--- src/rtl/riscv_cpu_pkg.sv ---
// Shared definitions for the multi-cycle RISC-V control path.
// Contents: control FSM state enum, base-ISA opcode constants, and the
// encodings used on the imm_sel, wb_sel and pc_mux control buses.
package riscv_cpu_pkg;

    typedef enum logic [2:0] {
        FETCH  = 3'd0,
        WAIT_I = 3'd1,
        DECODE = 3'd2,
        EXEC   = 3'd3,
        MEM    = 3'd4,
        WAIT_D = 3'd5,
        WB     = 3'd6,
        TRAP   = 3'd7
    } state_t;

    localparam logic [6:0] OPC_LUI    = 7'b0110111;
    localparam logic [6:0] OPC_AUIPC  = 7'b0010111;
    localparam logic [6:0] OPC_JAL    = 7'b1101111;
    localparam logic [6:0] OPC_JALR   = 7'b1100111;
    localparam logic [6:0] OPC_BRANCH = 7'b1100011;
    localparam logic [6:0] OPC_LOAD   = 7'b0000011;
    localparam logic [6:0] OPC_STORE  = 7'b0100011;
    localparam logic [6:0] OPC_OP_IMM = 7'b0010011;
    localparam logic [6:0] OPC_OP     = 7'b0110011;

    localparam logic [2:0] IMM_I = 3'd0;
    localparam logic [2:0] IMM_S = 3'd1;
    localparam logic [2:0] IMM_B = 3'd2;
    localparam logic [2:0] IMM_U = 3'd3;
    localparam logic [2:0] IMM_J = 3'd4;

    localparam logic [1:0] WB_ALU  = 2'd0;
    localparam logic [1:0] WB_LOAD = 2'd1;
    localparam logic [1:0] WB_PC4  = 2'd2;

    localparam logic [1:0] PC_PLUS4  = 2'd0;
    localparam logic [1:0] PC_JUMP   = 2'd1;
    localparam logic [1:0] PC_BRANCH = 2'd2;

    localparam logic [3:0] ALU_ADD = 4'd0;

endpackage

--- src/rtl/control_decoder.sv ---
// Combinational instruction decoder for control_fsm.
// Ports:
//   i_opcode, i_funct3, i_funct7_b5 : instruction fields taken from IR
//   o_alu_op                        : ALU operation (zero-extended above bit 3)
//   o_data_a_mux / o_data_b_mux     : operand selects (A: 1 = PC, B: 1 = imm)
//   o_imm_sel, o_wb_sel             : immediate format / write-back source
//   o_legal                         : opcode is one of the supported classes
//   o_is_branch/load/store/jump     : instruction class flags for the FSM
module control_decoder
    import riscv_cpu_pkg::*;
#(
    parameter int ALU_OP_WIDTH = 4
) (
    input  logic [6:0]              i_opcode,
    input  logic [2:0]              i_funct3,
    input  logic                    i_funct7_b5,
    output logic [ALU_OP_WIDTH-1:0] o_alu_op,
    output logic                    o_data_a_mux,
    output logic                    o_data_b_mux,
    output logic [2:0]              o_imm_sel,
    output logic [1:0]              o_wb_sel,
    output logic                    o_legal,
    output logic                    o_is_branch,
    output logic                    o_is_load,
    output logic                    o_is_store,
    output logic                    o_is_jump
);

    always_comb begin
        o_alu_op     = '0;
        o_data_a_mux = 1'b0;
        o_data_b_mux = 1'b0;
        o_imm_sel    = IMM_I;
        o_wb_sel     = WB_ALU;
        o_legal      = 1'b1;
        o_is_branch  = 1'b0;
        o_is_load    = 1'b0;
        o_is_store   = 1'b0;
        o_is_jump    = 1'b0;
        o_alu_op[3:0] = ALU_ADD;

        case (i_opcode)
            OPC_LUI: begin
                o_data_b_mux = 1'b1;
                o_imm_sel    = IMM_U;
            end
            OPC_AUIPC: begin
                o_data_a_mux = 1'b1;
                o_data_b_mux = 1'b1;
                o_imm_sel    = IMM_U;
            end
            OPC_JAL: begin
                o_data_a_mux = 1'b1;
                o_data_b_mux = 1'b1;
                o_imm_sel    = IMM_J;
                o_wb_sel     = WB_PC4;
                o_is_jump    = 1'b1;
            end
            OPC_JALR: begin
                o_data_b_mux = 1'b1;
                o_imm_sel    = IMM_I;
                o_wb_sel     = WB_PC4;
                o_is_jump    = 1'b1;
            end
            OPC_BRANCH: begin
                // ALU forms PC + imm for the target; the comparator is separate.
                o_data_a_mux = 1'b1;
                o_imm_sel    = IMM_B;
                o_is_branch  = 1'b1;
            end
            OPC_LOAD: begin
                o_data_b_mux = 1'b1;
                o_imm_sel    = IMM_I;
                o_wb_sel     = WB_LOAD;
                o_is_load    = 1'b1;
            end
            OPC_STORE: begin
                o_data_b_mux = 1'b1;
                o_imm_sel    = IMM_S;
                o_is_store   = 1'b1;
            end
            OPC_OP_IMM: begin
                o_data_b_mux = 1'b1;
                o_imm_sel    = IMM_I;
                // Bit 30 is part of the immediate except for SRLI/SRAI.
                o_alu_op[3:0] = {(i_funct3 == 3'b101) & i_funct7_b5, i_funct3};
            end
            OPC_OP: begin
                o_alu_op[3:0] = {i_funct7_b5, i_funct3};
            end
            default: begin
                o_legal = 1'b0;
            end
        endcase
    end

endmodule

--- src/rtl/control_fsm.sv ---
// Multi-cycle control FSM: fetch / decode / execute / memory / write-back.
// Ports:
//   clk_i, rst_i                 : clock, asynchronous active-high reset
//   imem_req_o/gnt_i/rvalid_i    : instruction fetch handshake, imem_rdata_i word
//   dmem_req_o/we_o/gnt_i/rvalid_i : data memory handshake
//   branch_taken_i               : datapath comparator result
//   alu_op_o, data_*_mux_o, imm_sel_o, wb_sel_o : decode outputs from IR
//   reg_raddr_*_o, reg_waddr_o   : rs1/rs2/rd fields of IR
//   reg_we_o, pc_we_o, pc_mux_o  : write-back and PC update strobes
//   illegal_instr_o              : sticky illegal-opcode flag (cleared by reset)
//   state_o                      : current FSM state, for observation
// Handshake: a request is held high every cycle until its grant is sampled
// high on a rising edge; the transfer completes in that cycle. rvalid is a
// single-cycle pulse that arrives in a later cycle than the grant.
module control_fsm
    import riscv_cpu_pkg::*;
#(
    parameter int ADDR_WIDTH   = 5,
    parameter int ALU_OP_WIDTH = 4
) (
    input  logic                    clk_i,
    input  logic                    rst_i,
    output logic                    imem_req_o,
    input  logic                    imem_gnt_i,
    input  logic                    imem_rvalid_i,
    input  logic [31:0]             imem_rdata_i,
    output logic                    dmem_req_o,
    output logic                    dmem_we_o,
    input  logic                    dmem_gnt_i,
    input  logic                    dmem_rvalid_i,
    input  logic                    branch_taken_i,
    output logic [ALU_OP_WIDTH-1:0] alu_op_o,
    output logic                    data_a_mux_o,
    output logic                    data_b_mux_o,
    output logic [2:0]              imm_sel_o,
    output logic [ADDR_WIDTH-1:0]   reg_raddr_a_o,
    output logic [ADDR_WIDTH-1:0]   reg_raddr_b_o,
    output logic [ADDR_WIDTH-1:0]   reg_waddr_o,
    output logic                    reg_we_o,
    output logic [1:0]              wb_sel_o,
    output logic [1:0]              pc_mux_o,
    output logic                    pc_we_o,
    output logic                    illegal_instr_o,
    output state_t                  state_o
);

    state_t      r_state;
    state_t      w_next;
    logic [31:0] r_ir;
    logic        r_illegal;

    logic        w_imem_req, w_dmem_req, w_dmem_we, w_reg_we, w_pc_we;
    logic [1:0]  w_pc_mux;
    logic        w_ir_load, w_set_illegal;
    logic        w_legal, w_is_branch, w_is_load, w_is_store, w_is_jump;
    logic        w_rd_nonzero;
    logic        w_unused_ir;

    control_decoder #(
        .ALU_OP_WIDTH(ALU_OP_WIDTH)
    ) u_decoder (
        .i_opcode     (r_ir[6:0]),
        .i_funct3     (r_ir[14:12]),
        .i_funct7_b5  (r_ir[30]),
        .o_alu_op     (alu_op_o),
        .o_data_a_mux (data_a_mux_o),
        .o_data_b_mux (data_b_mux_o),
        .o_imm_sel    (imm_sel_o),
        .o_wb_sel     (wb_sel_o),
        .o_legal      (w_legal),
        .o_is_branch  (w_is_branch),
        .o_is_load    (w_is_load),
        .o_is_store   (w_is_store),
        .o_is_jump    (w_is_jump)
    );

    // Remaining funct7/immediate bits are consumed by the datapath, not here.
    assign w_unused_ir  = ^{r_ir[31], r_ir[29:25]};
    assign w_rd_nonzero = |r_ir[11:7];

    always_ff @(posedge clk_i or posedge rst_i) begin
        if (rst_i) begin
            r_state   <= FETCH;
            r_ir      <= '0;
            r_illegal <= 1'b0;
        end else begin
            r_state <= w_next;
            if (w_ir_load) begin
                r_ir <= imem_rdata_i;
            end
            if (w_set_illegal) begin
                r_illegal <= 1'b1;
            end
        end
    end

    always_comb begin
        w_next        = r_state;
        w_imem_req    = 1'b0;
        w_dmem_req    = 1'b0;
        w_dmem_we     = 1'b0;
        w_reg_we      = 1'b0;
        w_pc_we       = 1'b0;
        w_pc_mux      = PC_PLUS4;
        w_ir_load     = 1'b0;
        w_set_illegal = 1'b0;

        case (r_state)
            FETCH: begin
                w_imem_req = 1'b1;
                if (imem_gnt_i) begin
                    w_next = WAIT_I;
                end
            end
            WAIT_I: begin
                if (imem_rvalid_i) begin
                    w_ir_load = 1'b1;
                    w_next    = DECODE;
                end
            end
            DECODE: begin
                if (w_legal) begin
                    w_next = EXEC;
                end else begin
                    w_set_illegal = 1'b1;
                    w_next        = TRAP;
                end
            end
            EXEC: begin
                if (w_is_branch) begin
                    w_pc_we  = 1'b1;
                    w_pc_mux = branch_taken_i ? PC_BRANCH : PC_PLUS4;
                    w_next   = FETCH;
                end else if (w_is_load || w_is_store) begin
                    w_next = MEM;
                end else begin
                    w_next = WB;
                end
            end
            MEM: begin
                w_dmem_req = 1'b1;
                w_dmem_we  = w_is_store;
                if (dmem_gnt_i) begin
                    if (w_is_store) begin
                        // A store has nothing to write back; retire it here.
                        w_pc_we = 1'b1;
                        w_next  = FETCH;
                    end else begin
                        w_next = WAIT_D;
                    end
                end
            end
            WAIT_D: begin
                if (dmem_rvalid_i) begin
                    w_next = WB;
                end
            end
            WB: begin
                w_reg_we = w_rd_nonzero;
                w_pc_we  = 1'b1;
                w_pc_mux = w_is_jump ? PC_JUMP : PC_PLUS4;
                w_next   = FETCH;
            end
            TRAP: begin
                w_next = TRAP;
            end
            default: begin
                w_next = FETCH;
            end
        endcase
    end

    // Strobes are masked by rst_i so they drop the instant reset rises, not at
    // the next edge. Decode outputs follow IR, which the async reset clears.
    assign imem_req_o      = w_imem_req & ~rst_i;
    assign dmem_req_o      = w_dmem_req & ~rst_i;
    assign dmem_we_o       = w_dmem_we & ~rst_i;
    assign reg_we_o        = w_reg_we & ~rst_i;
    assign pc_we_o         = w_pc_we & ~rst_i;
    assign pc_mux_o        = rst_i ? PC_PLUS4 : w_pc_mux;
    assign illegal_instr_o = r_illegal;
    assign state_o         = r_state;

    assign reg_raddr_a_o = ADDR_WIDTH'(r_ir[19:15]);
    assign reg_raddr_b_o = ADDR_WIDTH'(r_ir[24:20]);
    assign reg_waddr_o   = ADDR_WIDTH'(r_ir[11:7]);

endmodule

--- config.mk ---
export PLATFORM = sky130hd
export DESIGN_NAME = control_fsm
export DESIGN_NICKNAME = d
export VERILOG_FILES = /design/src/rtl/riscv_cpu_pkg.sv /design/src/rtl/control_decoder.sv /design/src/rtl/control_fsm.sv
export SDC_FILE = /design/constraint.sdc
export NUM_CORES = 1
export LEC_CHECK = 0
export ABC_AREA = 0
export CORE_MARGIN = 2
export CORE_UTILIZATION = 44
export CTS_CLUSTER_SIZE = 40
export DETAILED_ROUTE_END_ITERATION = 12
export GPL_ROUTABILITY_DRIVEN = 1
export PLACE_DENSITY = 0.89
export SLEW_MARGIN = 20
export SYNTH_ARGS = -nofsm -noshare
export SYNTH_HDL_FRONTEND = slang
export SYNTH_SLANG_ARGS = --single-unit
--- constraint.sdc ---
create_clock -name clk_i -period 3.22 [get_ports clk_i]
set_input_delay 0.322 -clock clk_i [delete_from_list [all_inputs] [get_ports clk_i]]
set_output_delay 0.322 -clock clk_i [all_outputs]
set_load 0.02 [all_outputs]
==> reports/qor.tcl <==
set qor(run_status) {completed}
set qor(drive_above_1_share) 0.206
set qor(diodes) 0
set qor(period_minus_slack_ns) 2.58
set qor(maxCapViolations) 0
set qor(drt_first_pass_iters) 4
set qor(post_drt_wl_per_cell_um) 13.6
set qor(avgSynthCellArea_um2) 11.2
set qor(synth_ff_type) {sky130_fd_sc_hd__dfrtp_1}
set qor(timing.max_slew.rel_slack) 0.690
set qor(netlist.area_leader.share) 0.462
set qor(start_util) 0.451
set qor(critPathCaptureType) {output pin}
set qor(design.core.area_um2) 3610
set qor(die_height_um) 64.8
set qor(yosysMostFrequentCell) {sky130_fd_sc_hd__dfrtp_1}
set qor(vdd_ir_drop_max_uv) 433
set qor(cp_cell_sequence) {nor4b_2, and3_1, a32o_1, clkdlybuf4s50_1}
set qor(finalNetCount) 242
set qor(critPathLaunchType) {register}
set qor(number_of_placed_cells_counting_well_taps) 244
set qor(power_density_nw_per_um2) 885
set qor(reg2reg_setup_slack_ns) 1.43
set qor(worst_setup_hold_path_clk_slew_ns) 0.06
set qor(layout.core_utilization) 0.651
set qor(clockPowerShare) 0.175
set qor(internal_power_mw) 1.32
set qor(hold_viol) 0
set qor(worstHoldPathType) {register to register}
set qor(drt_drc_violations_left) 0
set qor(io_buffers) 69
set qor(syn-num-nets) 184
set qor(final.fill_count) 293
set qor(yosysWarnings) 0
set qor(power.static_leakage_nw) 0.961
set qor(grt_usage) 0.175
set qor(root_buffer) {sky130_fd_sc_hd__clkbuf_8}
set qor(syn_area_um2) 1630
set qor(clock_sink_count) 30
set qor(cts_made_buffers) 5
set qor(count_of_different_cell_masters_after_synthesis) 38
set qor(detail-route-antenna-nets) 0
set qor(synth-edff-count) 0
set qor(swShare) 0.363
set qor(cts_hold_buf) 0
set qor(site_row_count) 22
set qor(multi_input_logic_area_um2) 708
set qor(arrival_ns) 2.26
set qor(ys_seq_area_frac) 0.462
set qor(power.switching_mw) 0.754
set qor(cts_post_setup_buffers_inserted) 0
set qor(ctsLongestPathBuffers) 2
set qor(cts_tree) {yes}
set qor(gp_routability_congestion) 0.756
set qor(final-instance-count-excl-fill) 252
set qor(drt_iter0_markers) 60
set qor(vias_per_cell) 4.98
set qor(synth.largest_area_cell) {sky130_fd_sc_hd__dfrtp_1}
set qor(seq_power_share) 0.370
set qor(power.share.combinational) 0.455
set qor(antenna_found_initial) 0
set qor(final_clock_skew_ns) 0.00519
set qor(grt_pass1_wl_mm) 5.53
set qor(grt_setup_unrepaired) {false}
set qor(dieWidth_um) 64.8
set qor(critPathRequiredTime_ns) 2.90
set qor(synth_common_cells) {30 x sky130_fd_sc_hd__dfrtp_1, 25 x sky130_fd_sc_hd__mux2_2, 15 x sky130_fd_sc_hd__buf_4}
set qor(ys_seq_elements) 30
set qor(first_global_vias) 1206
set qor(wirelength_mm) 3.42
set qor(number_of_levels_in_the_clock_h_tree) 2
set qor(layout_worst_path_cycle_share) 0.803
set qor(final.setup.tns_ns) 0
set qor(clock_insertion_delay_worst_skew_ns) 0.28
set qor(max_clk_rate_mhz) 387
set qor(async_reset_ff_frac) 1.00
set qor(post_cts.resized_instances) 0
set qor(globalRouteOverflowTotal) 0
set qor(critical_path.max_fanout) 5
set qor(seq_area_um2) 751
set qor(die_area_um2) 4200
set qor(critical_path.max_stage_delay_ns) 0.60
set qor(detailed_route_via_count) 1255
set qor(area.growth.synth_to_final_pct) 44.2
set qor(maximum_number_of_pins_on_one_net_before_global_route_repair) 31
set qor(crit_path_category) {register to output pin}
set qor(hpwl_mm) 2.53
set qor(synthesis.instances) 145
set qor(ios) 76
set qor(slew_at_the_pin_closest_to_its_max_slew_limit_ns) 0.465
set qor(synth_area_leaders) {sky130_fd_sc_hd__dfrtp_1 46%, sky130_fd_sc_hd__mux2_2 17%, sky130_fd_sc_hd__buf_4 6.9%, sky130_fd_sc_hd__buf_6 2.1%, sky130_fd_sc_hd__and2_1 1.9%}
set qor(finalMaxSlewViolations) 0
set qor(number_of_failing_setup_endpoints_in_the_final_timing_report) 0
set qor(critical_path.slowest_cell) {sky130_fd_sc_hd__clkdlybuf4s50_1}
==> metrics by stage <==
step / setup WS [ns] / cell area [µm²] / hold slack, ns / total power [mW]
3_5_place_dp: 0.916 / 2240 / 0.457 / 1.73
2_1_floorplan: 1.30 / 1630 / 0.413 / 1.47
6_report: 0.635 / 2350 / 0.465 / 2.08
4_1_cts: 0.618 / 2350 / 0.472 / 2.10
5_1_grt: 0.473 / 2350 / 0.505 / 2.22
3_3_place_gp: 0.915 / 2240 / 0.454 / 1.69
==> flip-flops by register name, summed over array words and instances (netlist names) <==
register,flops
r_ir,26
state_o,3
illegal_instr_o,1
==> final cells by class <==
cell class,instances,area share
clock buffer,5,0.0293
clock inverter,3,0.0171
inverter,3,0.00533
multi-input combinational,92,0.302
sequential,30,0.320
tap,48,0.0256
timing repair buffer,71,0.301
==> cells by family (layout without fill, tap and decap cells) <==
kind of cell | count (synthesis) | in the layout | share of synthesized area
buffers and inverters | 23 | 82 | 0.103
AOI/OAI and AO/OA | 17 | 17 | 0.0685
muxes | 28 | 28 | 0.192
and+or+nand+nor | 47 | 47 | 0.175
DFF | 30 | 30 | 0.462
==> worst max-delay path: cells and delay by family (launching register included) <==
kind	cells	cell delay (ns)
simple gates	2	0.78
flops	1	0.42
compound gates	1	0.19
buf+inv	1	0.60
==> final timing paths <==
| check | depth (start not counted) | startpoint | to |
|---|---|---|---|
| max | 4 | r_ir[6] | pc_we_o |
| min | 1 | illegal_instr_o | illegal_instr_o |
| max reg2reg | 5 | state_o[2] | r_ir[24] |
| min reg2reg | 1 | illegal_instr_o | illegal_instr_o |
| max in group asynchronous | 3 | rst_i | r_ir[0] |
| min in group asynchronous | 3 | rst_i | state_o[0] |
==> cell usage in the layout (no fill, tap or decap), drive strengths merged, types with 2 or more instances in the layout <==
master / count
nor3b: 2
inv: 2
dfrtp: 30
nand3: 5
o21ai: 5
buf: 2
and2: 5
clkbuf: 5
or2: 2
clkdlybuf4s50: 69
mux2i: 2
nor2b: 2
nand2: 8
nor3: 3
mux2: 26
a21oi: 4
and3: 2
nand2b: 4
nor2: 8
clkinv: 3
==> power by group through the flow <==
stage / registers (mW) / clock network [mW] / logic (mW)
6_report: 0.769 / 0.363 / 0.944
5_1_grt: 0.806 / 0.400 / 1.01
4_1_cts: 0.771 / 0.376 / 0.957
3_5_place_dp: 0.774 / 0 / 0.953
3_3_place_gp: 0.761 / 0 / 0.932
2_1_floorplan: 0.719 / 0 / 0.748
==> metal layers <==
layer,share of wire,GRT usage,vias up
met5,0,0,-
met1,0.43,0.211,591
met4,0.0023,0.0505,0
met3,0.066,0.0677,2
li1,-,-,620
met2,0.50,0.290,42
Power figures use the tool's default switching activity.
